<file path="config.mk">
export PLATFORM = sky130hd
export DESIGN_NAME = tdm_demux
export DESIGN_NICKNAME = d
export VERILOG_FILES = /design/src/rtl/tdm_demux.sv
export SDC_FILE = /design/constraint.sdc
export NUM_CORES = 1
export LEC_CHECK = 0
export CAP_MARGIN = 0
export CORE_AREA = 4 4 41 43
export CTS_CLUSTER_DIAMETER = 80
export DETAILED_ROUTE_END_ITERATION = 12
export DIE_AREA = 0 0 45 47
export GPL_TIMING_DRIVEN = 0
export PLACE_DENSITY = 0.53
export SYNTH_ARGS = -nofsm -noshare
export SYNTH_HDL_FRONTEND = slang
export SYNTH_SLANG_ARGS = --single-unit
</file>
<file path="constraint.sdc">
create_clock -name clk -period 1.3 [get_ports clk]
set_input_delay 0.26 -clock clk [delete_from_list [all_inputs] [get_ports clk]]
set_output_delay 0.26 -clock clk [all_outputs]
set_load 0.03 [all_outputs]
</file>
<file path="src/rtl/tdm_demux.sv">
// Time-division demultiplexer: gathers one sample per slot into a shadow frame and
// publishes complete frames atomically. Optional framing-error reporting: TDM_ERR_EN.
module tdm_demux #(
  parameter int unsigned N_CH = 2,
  parameter int unsigned DW   = 1
) (
  input  logic                         clk,
  input  logic                         rst_n,
  input  logic                         in_valid,
  input  logic                         in_sof,
  input  logic [DW-1:0]                in_data,
  output logic [N_CH*DW-1:0]           out_data,
  output logic                         out_valid,
  output logic                         err_frame,
  output logic [$clog2(N_CH)-1:0]      slot_idx
);

  localparam int unsigned SW = $clog2(N_CH);

  localparam logic [0:0] StIdle    = 1'b0;
  localparam logic [0:0] StCollect = 1'b1;

  localparam logic [SW-1:0] LastSlot = SW'(N_CH - 1);

  logic [0:0]               state_q, state_d;
  logic [SW-1:0]            slot_q, slot_d;
  logic [N_CH-1:0][DW-1:0]  shadow_q, shadow_d;
  logic [N_CH-1:0][DW-1:0]  out_q, out_d;
  logic                     valid_q, valid_d;
  logic                     err_d;

  always_comb begin
    state_d  = state_q;
    slot_d   = slot_q;
    shadow_d = shadow_q;
    out_d    = out_q;
    valid_d  = 1'b0;
    err_d    = 1'b0;
    if (in_valid) begin
      case (state_q)
        StIdle: begin
          if (in_sof) begin
            shadow_d[0] = in_data;
            slot_d      = SW'(1);
            state_d     = StCollect;
          end else begin
            err_d = 1'b1;
          end
        end
        StCollect: begin
          if (in_sof) begin
            // Short frame: restart collection with this beat as slot 0.
            shadow_d[0] = in_data;
            slot_d      = SW'(1);
            err_d       = 1'b1;
          end else begin
            shadow_d[slot_q] = in_data;
            if (slot_q == LastSlot) begin
              out_d   = shadow_d;
              valid_d = 1'b1;
              slot_d  = '0;
              state_d = StIdle;
            end else begin
              slot_d = slot_q + SW'(1);
            end
          end
        end
        default: begin
          state_d = StIdle;
          slot_d  = '0;
        end
      endcase
    end
  end

  always_ff @(posedge clk or negedge rst_n) begin
    if (!rst_n) begin
      state_q  <= StIdle;
      slot_q   <= '0;
      shadow_q <= '0;
      out_q    <= '0;
      valid_q  <= 1'b0;
    end else begin
      state_q  <= state_d;
      slot_q   <= slot_d;
      shadow_q <= shadow_d;
      out_q    <= out_d;
      valid_q  <= valid_d;
    end
  end

`ifdef TDM_ERR_EN
  logic       err_q;
  logic [7:0] err_cnt_q;

  always_ff @(posedge clk or negedge rst_n) begin
    if (!rst_n) begin
      err_q     <= 1'b0;
      err_cnt_q <= 8'd0;
    end else begin
      err_q <= err_d;
      if (err_d && (err_cnt_q != 8'hff)) begin
        err_cnt_q <= err_cnt_q + 8'd1;
      end
    end
  end

  assign err_frame = err_q;
`else
  logic unused_err;
  assign unused_err = err_d;
  assign err_frame  = 1'b0;
`endif

  assign out_data  = out_q;
  assign out_valid = valid_q;
  assign slot_idx  = slot_q;

endmodule
</file>
# --- After elaboration in Yosys (flattened, before gate mapping) ---
# Cells that the tools add are included.
op_classes:
  magnitude_cmp: 2
  reduce_logical: 4
  n_eq_ne: 1
  n_bitwise: 2
  add_sub_neg: 1
  mux: 18
op_table:
  columns: ["op", "count"]
  rows:
  - ["2-to-1 mux 1 bit", 13]
  - ["one-hot mux 1 bit (2 select lines)", 3]
  - ["AND reduction 4 bit", 1]
  - ["AND reduction 3 bit", 1]
  - ["bitwise mux 2 bit", 1]
  - ["< comparator 1 x 2 -> 1 bit, second input constant", 1]
  - ["!= test 2 bit, second input constant", 1]
  - ["NOT 1 bit", 2]
  - ["AND reduction 2 bit", 1]
  - ["adder 1 bit, second input constant", 1]
  - ["demux 1 bit (select 1 bit)", 1]
  - [">= comparator 1 bit, second input constant", 1]
  - ["logical AND 1 bit", 1]
word_totals:
  output_inout_bits: 5
  register_bits: 7
  inputBits: 5
  elab_cells: 35

# --- Depth between registers and ports, before layout ---
logic_depth:
  word_depth: 7
  mapped_depth: 3
  ltp_nobuf: 3

# --- Worst setup path before layout ---
# OpenSTA, ideal clock, no wires.
synth_timing:
  path_kind: "flip-flop to flip-flop"
  startpoint: "register slot_q, in the netlist slot_idx"
  endpoint: "register shadow_q[0] (netlist name)"
  t_required_ps: 1175
  setup_slack_ps: -102
  synth_period_minus_slack_ps: 1402
  n_path_buf: 0
  setup_time_ps: 125
  arrival_ps: 1277
  stages_incl_launch_ff: 4
  cell_sequence: "dfrtp_1 > and2b_2 > o21ai_0 > mux2_2"
synth_between:
  elab_chain_len: 7
  elab_cells_between_ends: 8
  classes_between: "order compare: 2; mux: 5; reduce/logical: 1"
synth_rtl:
  columns: ["element", "line", "source"]
  rows:
  - ["start, declared", "26", "logic [SW-1:0] slot_q, slot_d;"]
  - ["start signal, assigned", "85", "slot_q <= slot_d;"]
  - ["< comparator 1 x 2 -> 1 bit (implied by the code) / >= comparator 1 bit (equally long branches)", "57", "shadow_d[slot_q] = in_data;"]
  - ["logical AND 1 bit (implied by the code)", "57", null]
  - ["2-to-1 mux 1 bit (implied by the code)", "57", null]
  - ["demux 1 bit (select 1 bit) (*)", "57", null]
  - ["bitwise mux 2 bit (*)", "57", null]
  - ["2-to-1 mux 1 bit (*)", "51", "if (in_sof) begin"]
  - ["one-hot mux 1 bit (2 select lines) (*)", "40", "case (state_q)"]
  - ["end signal, assigned", "86", "shadow_q <= shadow_d;"]
  - ["end, declared", "27", "logic [N_CH-1:0][DW-1:0] shadow_q, shadow_d;"]
# Mark *: on every way between the ends. The rest lies on a longest branch, timed or not.
# A chain may end at the register's enable or synchronous reset.

# --- Final worst setup path ---
layout_timing:
  startpoint: "register out_q, in the netlist out_data[1]"
  endpoint: "output out_data[1]"
layout_rtl:
  columns: ["element", "line", "source"]
  rows:
  - ["start, declared", "28", "logic [N_CH-1:0][DW-1:0] out_q, out_d;"]
  - ["start signal, assigned", "87", "out_q <= out_d;"]
  - ["end, declared", "12", "output logic [N_CH*DW-1:0] out_data,"]
# No word-level cell between the ends.

==> impl_metrics.json <==
{
  "drt_first_iter_violations": 0,
  "htreeDepth": 1,
  "ios": 10,
  "setup_viol_count_final": 0,
  "synthesis.area_um2": 258,
  "cts_inserted_buffers": 3,
  "busiest_layer": "met2",
  "grt_overflow_total": 0,
  "power_frac_comb": 0.348,
  "fp-row-count": 13,
  "cp_slowest_cell": "dlygate4sd2_1",
  "cts_tree": "built",
  "num_vias": 197,
  "p_int_w": 0.000463,
  "synth_cell_types": 11,
  "finalClockSkew_ns": 0.00769,
  "end_kind": "primary output",
  "post_synth.cell_area_avg_um2": 13.6,
  "start_kind": "flip-flop",
  "use_met1": 0.0676,
  "rsz0062_at_grt": "false",
  "finalCriticalPeriod_ns": 1.25,
  "synthToLayoutAreaGrowth_pct": 47.6,
  "grt_pass1_vias": 243,
  "p_seq_frac": 0.395,
  "timing.rr.start": "slot_idx",
  "r2r_end": "shadow_q[0]",
  "filler_cell_count": 148,
  "netlist_top_cells_area": "dfrtp_1 (58%), mux2_2 (13%), nor3b_4 (7.3%), a22o_2 (3.9%), nor3_1 (3.9%)",
  "sw_frac_of_total": 0.352,
  "clock_path_buffers": 2,
  "reg2reg_depth": 3,
  "insertion_delay_ns": 0.24,
  "grt_pass1_wl_um": 972,
  "cp.required_ns": 1.04,
  "antenna_cells": 0,
  "finalPower_w": 0.000715,
  "die_w_um": 45,
  "status": "completed",
  "crit_family": "buffers and inverters",
  "final_nets": 38,
  "route.detailed.drc": 0,
  "p_leak_nw": 0.177,
  "synth_top_area_frac": 0.583,
  "gr-usage-met2": 0.107,
  "antenna_found_initial": 0,
  "hp-class": "input port to async pin",
  "holdWs_ns": 0.254,
  "globalRouteTotalUtil": 0.0685,
  "vias_per_cell": 4.19,
  "fin_crit_sh": 0.958,
  "routed_wl_um": 559,
  "syn_nets": 24,
  "p_per_area_nw_per_um2": 1880,
  "vdd.ir_drop.worst_v": 0.000577,
  "critPathKind": "flip-flop to primary output",
  "core_area_um2": 1300,
  "dr.pass1.iters": 1,
  "synth_cells": 19,
  "slew_viol_final": 0,
  "worstPathArrival_ns": 0.99,
  "path_buf_inv": 1,
  "cts_root_buf": "clkbuf_4",
  "wl_per_cell_um": 11.9,
  "grt_max_degree": 7,
  "reg2reg_slack_ns": 0.07,
  "yosysSeqAreaShare": 0.583,
  "synth_warnings": 0,
  "drive_above_1_share": 0.438,
  "dp_hpwl_um": 427,
  "ys_seq_elements": 6,
  "crit_fanout": 2,
  "grtUsageMet3": 0.0498,
  "clk_pin_slew_ns": 0.05,
  "antenna_left": 0,
  "max_stage_delay_ns": 0.40,
  "fmaxAchievable_ghz": 0.803,
  "yosysTopAreaCell": "dfrtp_1",
  "power_frac_clock": 0.257,
  "ctsHoldBuffers": 0,
  "hold_viol": 0,
  "io_buffers": 8,
  "die_y_um": 47,
  "start_util": 0.198,
  "cts_sinks": 6,
  "place.gp.congestion": 0.676,
  "crit_chain": "dlygate4sd2_1",
  "regArea_um2": 151,
  "p_sw_w": 0.000252,
  "cap_viol_max_count": 0,
  "dieArea_um2": 2120,
  "multi_input_area_um2": 100
}
==> synthesized netlist by cell type <==
cell and n:
dfrtp_1 6, mux2_2 3, nor3_1 2, a22o_2 1
and2b_2 1, buf_4 1, conb_1 1, nand2_2 1
nor2_1 1, nor3b_4 1, o21ai_0 1
==> power by group through the flow <==
| stage | clock, W | combinational [W] | sequential, W |
|---|---|---|---|
| final | 0.000184 | 0.000249 | 0.000282 |
| after CTS | 0.000193 | 0.000258 | 0.000285 |
| after detailed placement | 0 | 0.000283 | 0.000286 |
| after floorplan | 0 | 0.0000790 | 0.000362 |
| after global placement | 0 | 0.000275 | 0.000277 |
| after global routing | 0.000210 | 0.000266 | 0.000291 |
==> worst max path at each step <==
stage | depth (start not counted) | slack (ns) | to | start
floorplan | 3 | 0.03 | out_data[1] | slot_idx
global placement | 4 | -0.31 | out_data[0] | in_valid
detailed placement | 4 | -0.37 | out_data[1] | in_valid
CTS | 1 | 0.004 | slot_idx | slot_idx
global route | 1 | 0.006 | out_data[1] | out_data[1]
finish | 1 | 0.05 | out_data[1] | out_data[1]
==> area by class of cell <==
cell class                      instances  share of cell area
Multi-Input combinational cell         12               0.263
Tap cell                               15              0.0493
Timing Repair Buffer                    9               0.201
Sequential cell                         6               0.398
Clock buffer                            4              0.0691
Buffer                                  1              0.0197
==> flip-flops by register name, indices dropped and copies added (netlist names) <==
name	flops
state_q	1
out_valid	1
out_data	2
shadow_q	1
slot_idx	1
==> placed cells by master (no fill, tap or decap), drive strengths merged <==
cell	count
dfrtp	6
dlygate4sd2	5
clkbuf	5
mux2	3
nor3	2
buf	2
clkdlybuf4s50	2
nand2	1
nor3b	1
a22o	1
nor2	1
and2b	1
o21ai	1
conb	1
==> cells by family after synthesis <==
| logic type | synth area share |
|---|---|
| flip-flops | 0.583 |
| AND/OR/NAND/NOR | 0.184 |
| multiplexers | 0.131 |
| AO/OA/AOI/OAI | 0.0582 |
| buffers and inverters | 0.0291 |
| other | 0.0145 |
==> through the flow <==
stage	utilization	cells	TNS (ns)	instance area, um2	setup slack, ns
finish	0.292	47	0	380	0.0547
global route	0.292	47	0	380	0.00606
CTS	0.296	47	0	385	0.00376
detailed placement	0.275	42	-1.01	358	-0.369
global placement	0.275	42	-0.801	358	-0.314
floorplan	-	19	0	259	0.0279
==> worst reg2reg max path, delay by kind of cell (launching register included) <==
| family | cells | cell delay [ns] |
|---|---|---|
| muxes | 1 | 0.35 |
| AOI/OAI and AO/OA | 1 | 0.13 |
| and+or+nand+nor | 1 | 0.22 |
| DFF | 1 | 0.40 |
==> layer usage <==
metal	vias to the layer above	wire, um
met5	-	0
met4	0	0
met2	12	265
li1	90	-
met1	95	228
met3	0	65
==> repair_timing <==
action                                  CTS  global route
setup buffers                             1             0
gates resized for setup                   7             1
pin swaps                                 1             0
endpoints found under the setup margin    6             1
No activity file was read; power rests on OpenSTA's default activity.
==> edit 1 (same flow settings) <==
The output `out_valid` loses its register stage (`valid_q` becomes a continuous assignment).
--- a/src/rtl/tdm_demux.sv
+++ b/src/rtl/tdm_demux.sv
@@ -80,5 +80,4 @@
       shadow_q <= '0;
       out_q    <= '0;
-      valid_q  <= 1'b0;
     end else begin
       state_q  <= state_d;
@@ -86,7 +85,8 @@
       shadow_q <= shadow_d;
       out_q    <= out_d;
-      valid_q  <= valid_d;
     end
   end
+
+  assign valid_q = valid_d;
 
 `ifdef TDM_ERR_EN
Formal check against the unedited RTL: not equivalent (a bounded check fails within 4 cycles, from zero or initial values and one cycle with rst_n low).
==> edit 1 against the unedited design <==
The run now ends with setup timing left. Wire length decreased by 12%. Clock power decreased by 3%. Worst setup slack got worse by 0.093 ns. Synthesized cell count decreased by 5.3%. Total power decreased by 2.0%. Via count decreased by 5.6%. Synthesized area decreased by 9.7%. Critical path depth increased by 2. Die area unchanged. Sequential cell count decreased by 1. Cell area decreased by 1.3%. Critical endpoint is now out_valid. Largest cell class unchanged.
==> edit 1: results (changes against the unedited design) <==
stage,metric,value,unit,change
run_status,outcome,"complete, but fails checks",,
run_status,failed_checks,setup timing,,
synthesis,synth_top_family_by_area,simple AND/OR/NAND/NOR gates,,
sta,final-setup-viol-count,1,,+1
power_and_ir_drop,p_leak,0.1718,nW,-3.0%
final_layout,final_layout_size_suffix_gt1_share,45.16,%,+1.4 points
drt,firstDrtPassIters,3,,+2
cts,clkLatencyLatePin,0.24,ns,about the same
cts,cts_max_level,1,,unchanged
synthesis,ys_top_cells_by_area,"dfrtp_1 54%, mux2_2 15%, nor3b_4 8.1%, a22o_2 4.3%, nor3_1 4.3%",,
sta,final-hold-violation-count,0,,unchanged
cts,clockBufferDepth,2,,unchanged
cts,clkTransAtPathRegs,0.05,ns,about the same
final_layout,nets,37,,-2.6%
synthesis,ys_ff_latch,5,,-1
power_and_ir_drop,peakVddDrop,0.6409,mV,+11%
placed_design,routabilityCongestion,0.5979,,-12%
sta,worst_slack,-0.03847,ns,-0.09318 ns
worst_setup_path,crit_fanout,5,,+3
synthesis,synthCells,18,,-1
cts,numCtsBuffers,3,,unchanged
worst_setup_path,r2r-start,slot_idx$_DFFE_PN0P_,,
global_route,grt_util_all_layers,5.719,%,-1.1 points
worst_setup_path,worstRegToRegCells,4,,+1
synthesis,synthTopCellsByCount,"5 x dfrtp_1, 3 x mux2_2, 2 x nor3_1",,
final_layout,fill_cells,145,,-2.0%
drt,vias_per_cell,4.043,,-3.5%
final_layout,final_cell_count_no_fill,46,,-2.1%
placed_design,port_buffers,8,,unchanged
worst_setup_path,endpoint,out_valid,,
placed_design,dp_cells,41,,-2.4%
final_layout,largest_reg_flops,2,,unchanged
worst_setup_path,critPathTopFamily,flip-flops,,
drt,detail_route.wl_per_cell,10.70,um,-10%
worst_setup_path,r2r_slack,0.04,ns,-0.03 ns
worst_setup_path,critPathArrivalTime,1.08,ns,+0.09 ns
worst_setup_path,critPathMaxStageDelay,0.41,ns,
drt,drtIter0Drc,1,,+1
synthesis,syn_nets,23,,-4.2%
placed_design,pre_cts_ws,-0.8836,ns,-0.5143 ns
synthesis,muxShareOfSynthArea,14.52,%,+1.4 points
synthesis,synth-compound-area-share,6.452,%,+0.63 points
global_route,grt_pass1_wl,800,um,-18%
global_route,first_global_vias,189,,-22%
synthesis,yosysSeqAreaShare,53.76,%,-4.5 points
global_route,grt_max_degree,6,,-1
global_route,antenna_found_initial,0,,unchanged
final_layout,diodes,0,,unchanged
synthesis,synth-adder-area-share,0,%,unchanged
sta,fin_worst_skew,0.002860,ns,-0.004827 ns
worst_setup_path,r2r_end,out_data[1]$_DFFE_PN0P_,,
worst_setup_path,crit_path_top_delay_cell,dfrtp_2,,
[edit 1: stage by stage]
step / utilization (%) / instance area, um2 / setup TNS (ns)
after floorplan: - / 241.5 / -0.3303
after global placement: 26.15 / 340.3 / -1.689
after detailed placement: 26.15 / 340.3 / -1.842
after CTS: 28.46 / 370.4 / -0.07696
after global routing: 28.85 / 375.4 / -0.1443
final: 28.85 / 375.4 / -0.03847
[edit 1: how the worst min path moves through the flow]
| stage | from | slack [ns] | end | cells past startpoint |
|---|---|---|---|---|
| floorplan | rst_n | -0.04 | out_data[0]$_DFFE_PN0P_ | 0 |
| global placement | shadow_q[0]$_DFFE_PN0P_ | 0.49 | out_data[0]$_DFFE_PN0P_ | 1 |
| detailed placement | shadow_q[0]$_DFFE_PN0P_ | 0.49 | out_data[0]$_DFFE_PN0P_ | 1 |
| CTS | rst_n | 0.24 | shadow_q[0]$_DFFE_PN0P_ | 1 |
| global route | rst_n | 0.27 | shadow_q[0]$_DFFE_PN0P_ | 1 |
| finish | rst_n | 0.24 | shadow_q[0]$_DFFE_PN0P_ | 1 |
[edit 1: worst register-to-register path: cells and delay by family, from the launching register on]
family,cells,cell delay (ns)
buf+inv,1,0.17
flops,1,0.41
mux,1,0.30
simple gates,2,0.27
[edit 1: layer usage]
metal / part of all wire (%) / vias up / GRT usage [%]
li1: - / 89 / -
met2: 40 / 9 / 7.627
met4: 0 / 0 / 5.263
met3: 12 / 0 / 2.682
met5: 0 / - / 0
met1: 48 / 88 / 6.697
[edit 1: layout make-up]
| cell class | count | area (um2) | share of cell area (%) |
|---|---|---|---|
| Multi-Input combinational cell | 12 | 112.6 | 30.00 |
| Timing Repair Buffer | 9 | 83.83 | 22.33 |
| Buffer | 1 | 7.507 | 2.000 |
| Sequential cell | 5 | 126.4 | 33.67 |
| Tap cell | 15 | 18.77 | 5.000 |
| Clock buffer | 4 | 26.28 | 7.000 |
[edit 1: timing repair]
item	in CTS	in global routing
hold buffers	0	0
pin swaps	1	1
gates resized for setup	13	1
gates cloned	0	0
setup buffers	1	0
endpoints found under the setup margin	6	4
[edit 1: kinds of logic (layout without fill, tap and decap cells)]
family	Yosys count	in the layout
buf+inv	1	14
simple gates	6	6
other cells	1	1
mux	3	3
flops	5	5
compound gates	2	2
[edit 1: power breakdown]
group | total (W) | leakage, nW | switching (W) | internal [W]
Clock | 0.000178 | 0.0150 | 0.0000623 | 0.000116
Combinational | 0.000273 | 0.0999 | 0.000144 | 0.000129
Sequential | 0.000250 | 0.0569 | 0.0000402 | 0.000210
==> edit 2 (same settings) <==
Made on the original files. The option `TDM_ERR_EN` is turned on by a define.
--- a/src/rtl/tdm_demux.sv
+++ b/src/rtl/tdm_demux.sv
@@ -1,4 +1,6 @@
 // Time-division demultiplexer: gathers one sample per slot into a shadow frame and
 // publishes complete frames atomically. Optional framing-error reporting: TDM_ERR_EN.
+`define TDM_ERR_EN
+
 module tdm_demux #(
   parameter int unsigned N_CH = 2,
Formal check against the unedited RTL: not equivalent (a bounded check fails within 4 cycles, from zero or initial values and one cycle with rst_n low).
==> edit 2 against the unedited design <==
The run now ends with setup timing left. Wire length increased by 9.7%. Global-route usage increased by 1.7 points. Cell count increased by 11%. Count of clock-buffer cells in the layout unchanged. Via count increased by 14%. Cell area increased by 13%. Sequential cell count increased by 1. Worst setup slack got worse by 0.061 ns. Total power increased by 7.7%. Synthesized area increased by 13%. Largest cell class unchanged. Largest power group unchanged.
==> edit 2: results (changes against the unedited design) <==
stage,metric,value,unit,change
run_status,outcome,"complete, but fails checks",,
run_status,failed_checks,setup timing,,
power_and_ir_drop,p_clk,0.000196,W,+7%
worst_setup_path,startpoint_type,register,,
sta,final-setup-viol-count,1,,+1
power_and_ir_drop,p_leak,0.2226,nW,+26%
sta,timing.hold.ws,0.2606,ns,+0.006665 ns
synthesis,syn_nets,29,,+21%
drt,top_layer_used,met4,,
placed_design,pre_cts_ws,-0.4584,ns,-0.08912 ns
synthesis,muxShareOfSynthArea,14.16,%,+1.1 points
drt,firstDrtPassIters,2,,+1
drt,detail_route.wl_per_cell,11.79,um,-0.88%
global_route,grt_util_all_layers,8.506,%,+1.7 points
drt,wl_met1,208,um,-8.8%
worst_setup_path,r2r_slack,-0.006,ns,-0.08 ns
placed_design,place_area,404.1,um2,+13%
synthesis,avgSynthCellArea,12.68,um2,-6.6%
global_route,first_global_vias,268,,+10%
placed_design,dp_cells,47,,+12%
synthesis,yosysWarnings,0,,unchanged
power_and_ir_drop,p_int,0.0005126,W,+11%
cts,ctsResizeCount,10,,+3
synthesis,ys_top_cells_by_area,"dfrtp_1 60%, mux2_4 10%, ha_1 4.3%, a311o_2 3.9%, inv_1 3.9%",,
placed_design,dpl.hpwl,470.3,um,+10%
power_and_ir_drop,comb-power,0.000268,W,+8%
global_route,grtUsageMet2,13.28,%,+2.5 points
drt,wl_met3,95,um,+46%
worst_setup_path,crit_path_top_delay_cell,a311o_2,,
drt,vias,225,,+14%
global_route,grt_pass1_wl,1.207,mm,+24%
cts,clkTransAtPathRegs,0.05,ns,about the same
synthesis,synth-compound-area-share,7.296,%,+1.5 points
final_layout,nets,44,,+16%
worst_setup_path,crit_fanout,2,,unchanged
power_and_ir_drop,combPwrFrac,34.8,%,about the same
synthesis,synth-adder-area-share,4.292,%,+4.3 points
drt,vias_per_cell,4.327,,+3.2%
synthesis,yosysSeqAreaShare,60.09,%,+1.8 points
worst_setup_path,endpoint,shadow_q[0]$_DFFE_PN0P_,,
drt,dr_wl_met2,294,um,+11%
final_layout,final_layout_size_suffix_gt1_share,40.54,%,-3.2 points
worst_setup_path,critPathArrivalTime,1.45,ns,+0.46 ns
sta,fin_setup_tns,-0.006415,ns,-0.006415 ns
global_route,grt_max_degree,8,,+1
synthesis,async_flop_share,100.0,%,unchanged
drt,drtIter0Drc,1,,+1
synthesis,synthTopCellsByCount,"7 x dfrtp_1, 3 x inv_1, 3 x nand2_1",,
placed_design,port_buffers,9,,+1
global_route,use_met3,6.130,%,+1.1 points
worst_setup_path,r2r-start,state_q$_DFFE_PN0P_,,
placed_design,routabilityCongestion,0.6190,,-8.4%
cts,clockBufferDepth,2,,unchanged
global_route,met1_usage,8.102,%,+1.3 points
worst_setup_path,worstRegToRegCells,3,,unchanged
worst_setup_path,critPathTopFamily,compound AO/OA/AOI/OAI gates,,
sta,fin_worst_skew,0.005885,ns,-0.001802 ns
power_and_ir_drop,peakVddDrop,0.6870,mV,+19%
sta,worst_slack,-0.006415,ns,-0.06113 ns
worst_setup_path,critPathMaxStageDelay,0.40,ns,about the same
-- edit 2: cell count changes after synthesis, moves of 2 or more --
cell / unedited run / this run
nor3_1: 2 / 0
nand2_1: 0 / 3
mux2_4: 0 / 2
mux2_2: 3 / 1
inv_1: 0 / 3
-- edit 2: cell families (layout without fill, tap and decap cells) --
logic type / after synthesis / count (layout)
DFF: 7 / 7
and+or+nand+nor: 5 / 5
buffers and inverters: 4 / 18
muxes: 3 / 3
adders and majority gates: 1 / 1
AOI/OAI and AO/OA: 3 / 3
-- edit 2: cell type report --
cell class / instances / area, um2
Timing Repair Buffer: 10 / 86.33
Sequential cell: 7 / 176.4
Tap cell: 15 / 18.77
Clock buffer: 4 / 26.28
Inverter: 4 / 15.01
Fill cell: 146 / 872.1
Multi-Input combinational cell: 12 / 106.4
-- edit 2: worst reg2reg max path, cell delays in order (launching register included) --
cell and delay [ns]:
dfrtp_1 0.38, buf_4 0.14, a311o_2 0.40, mux2_2 0.27
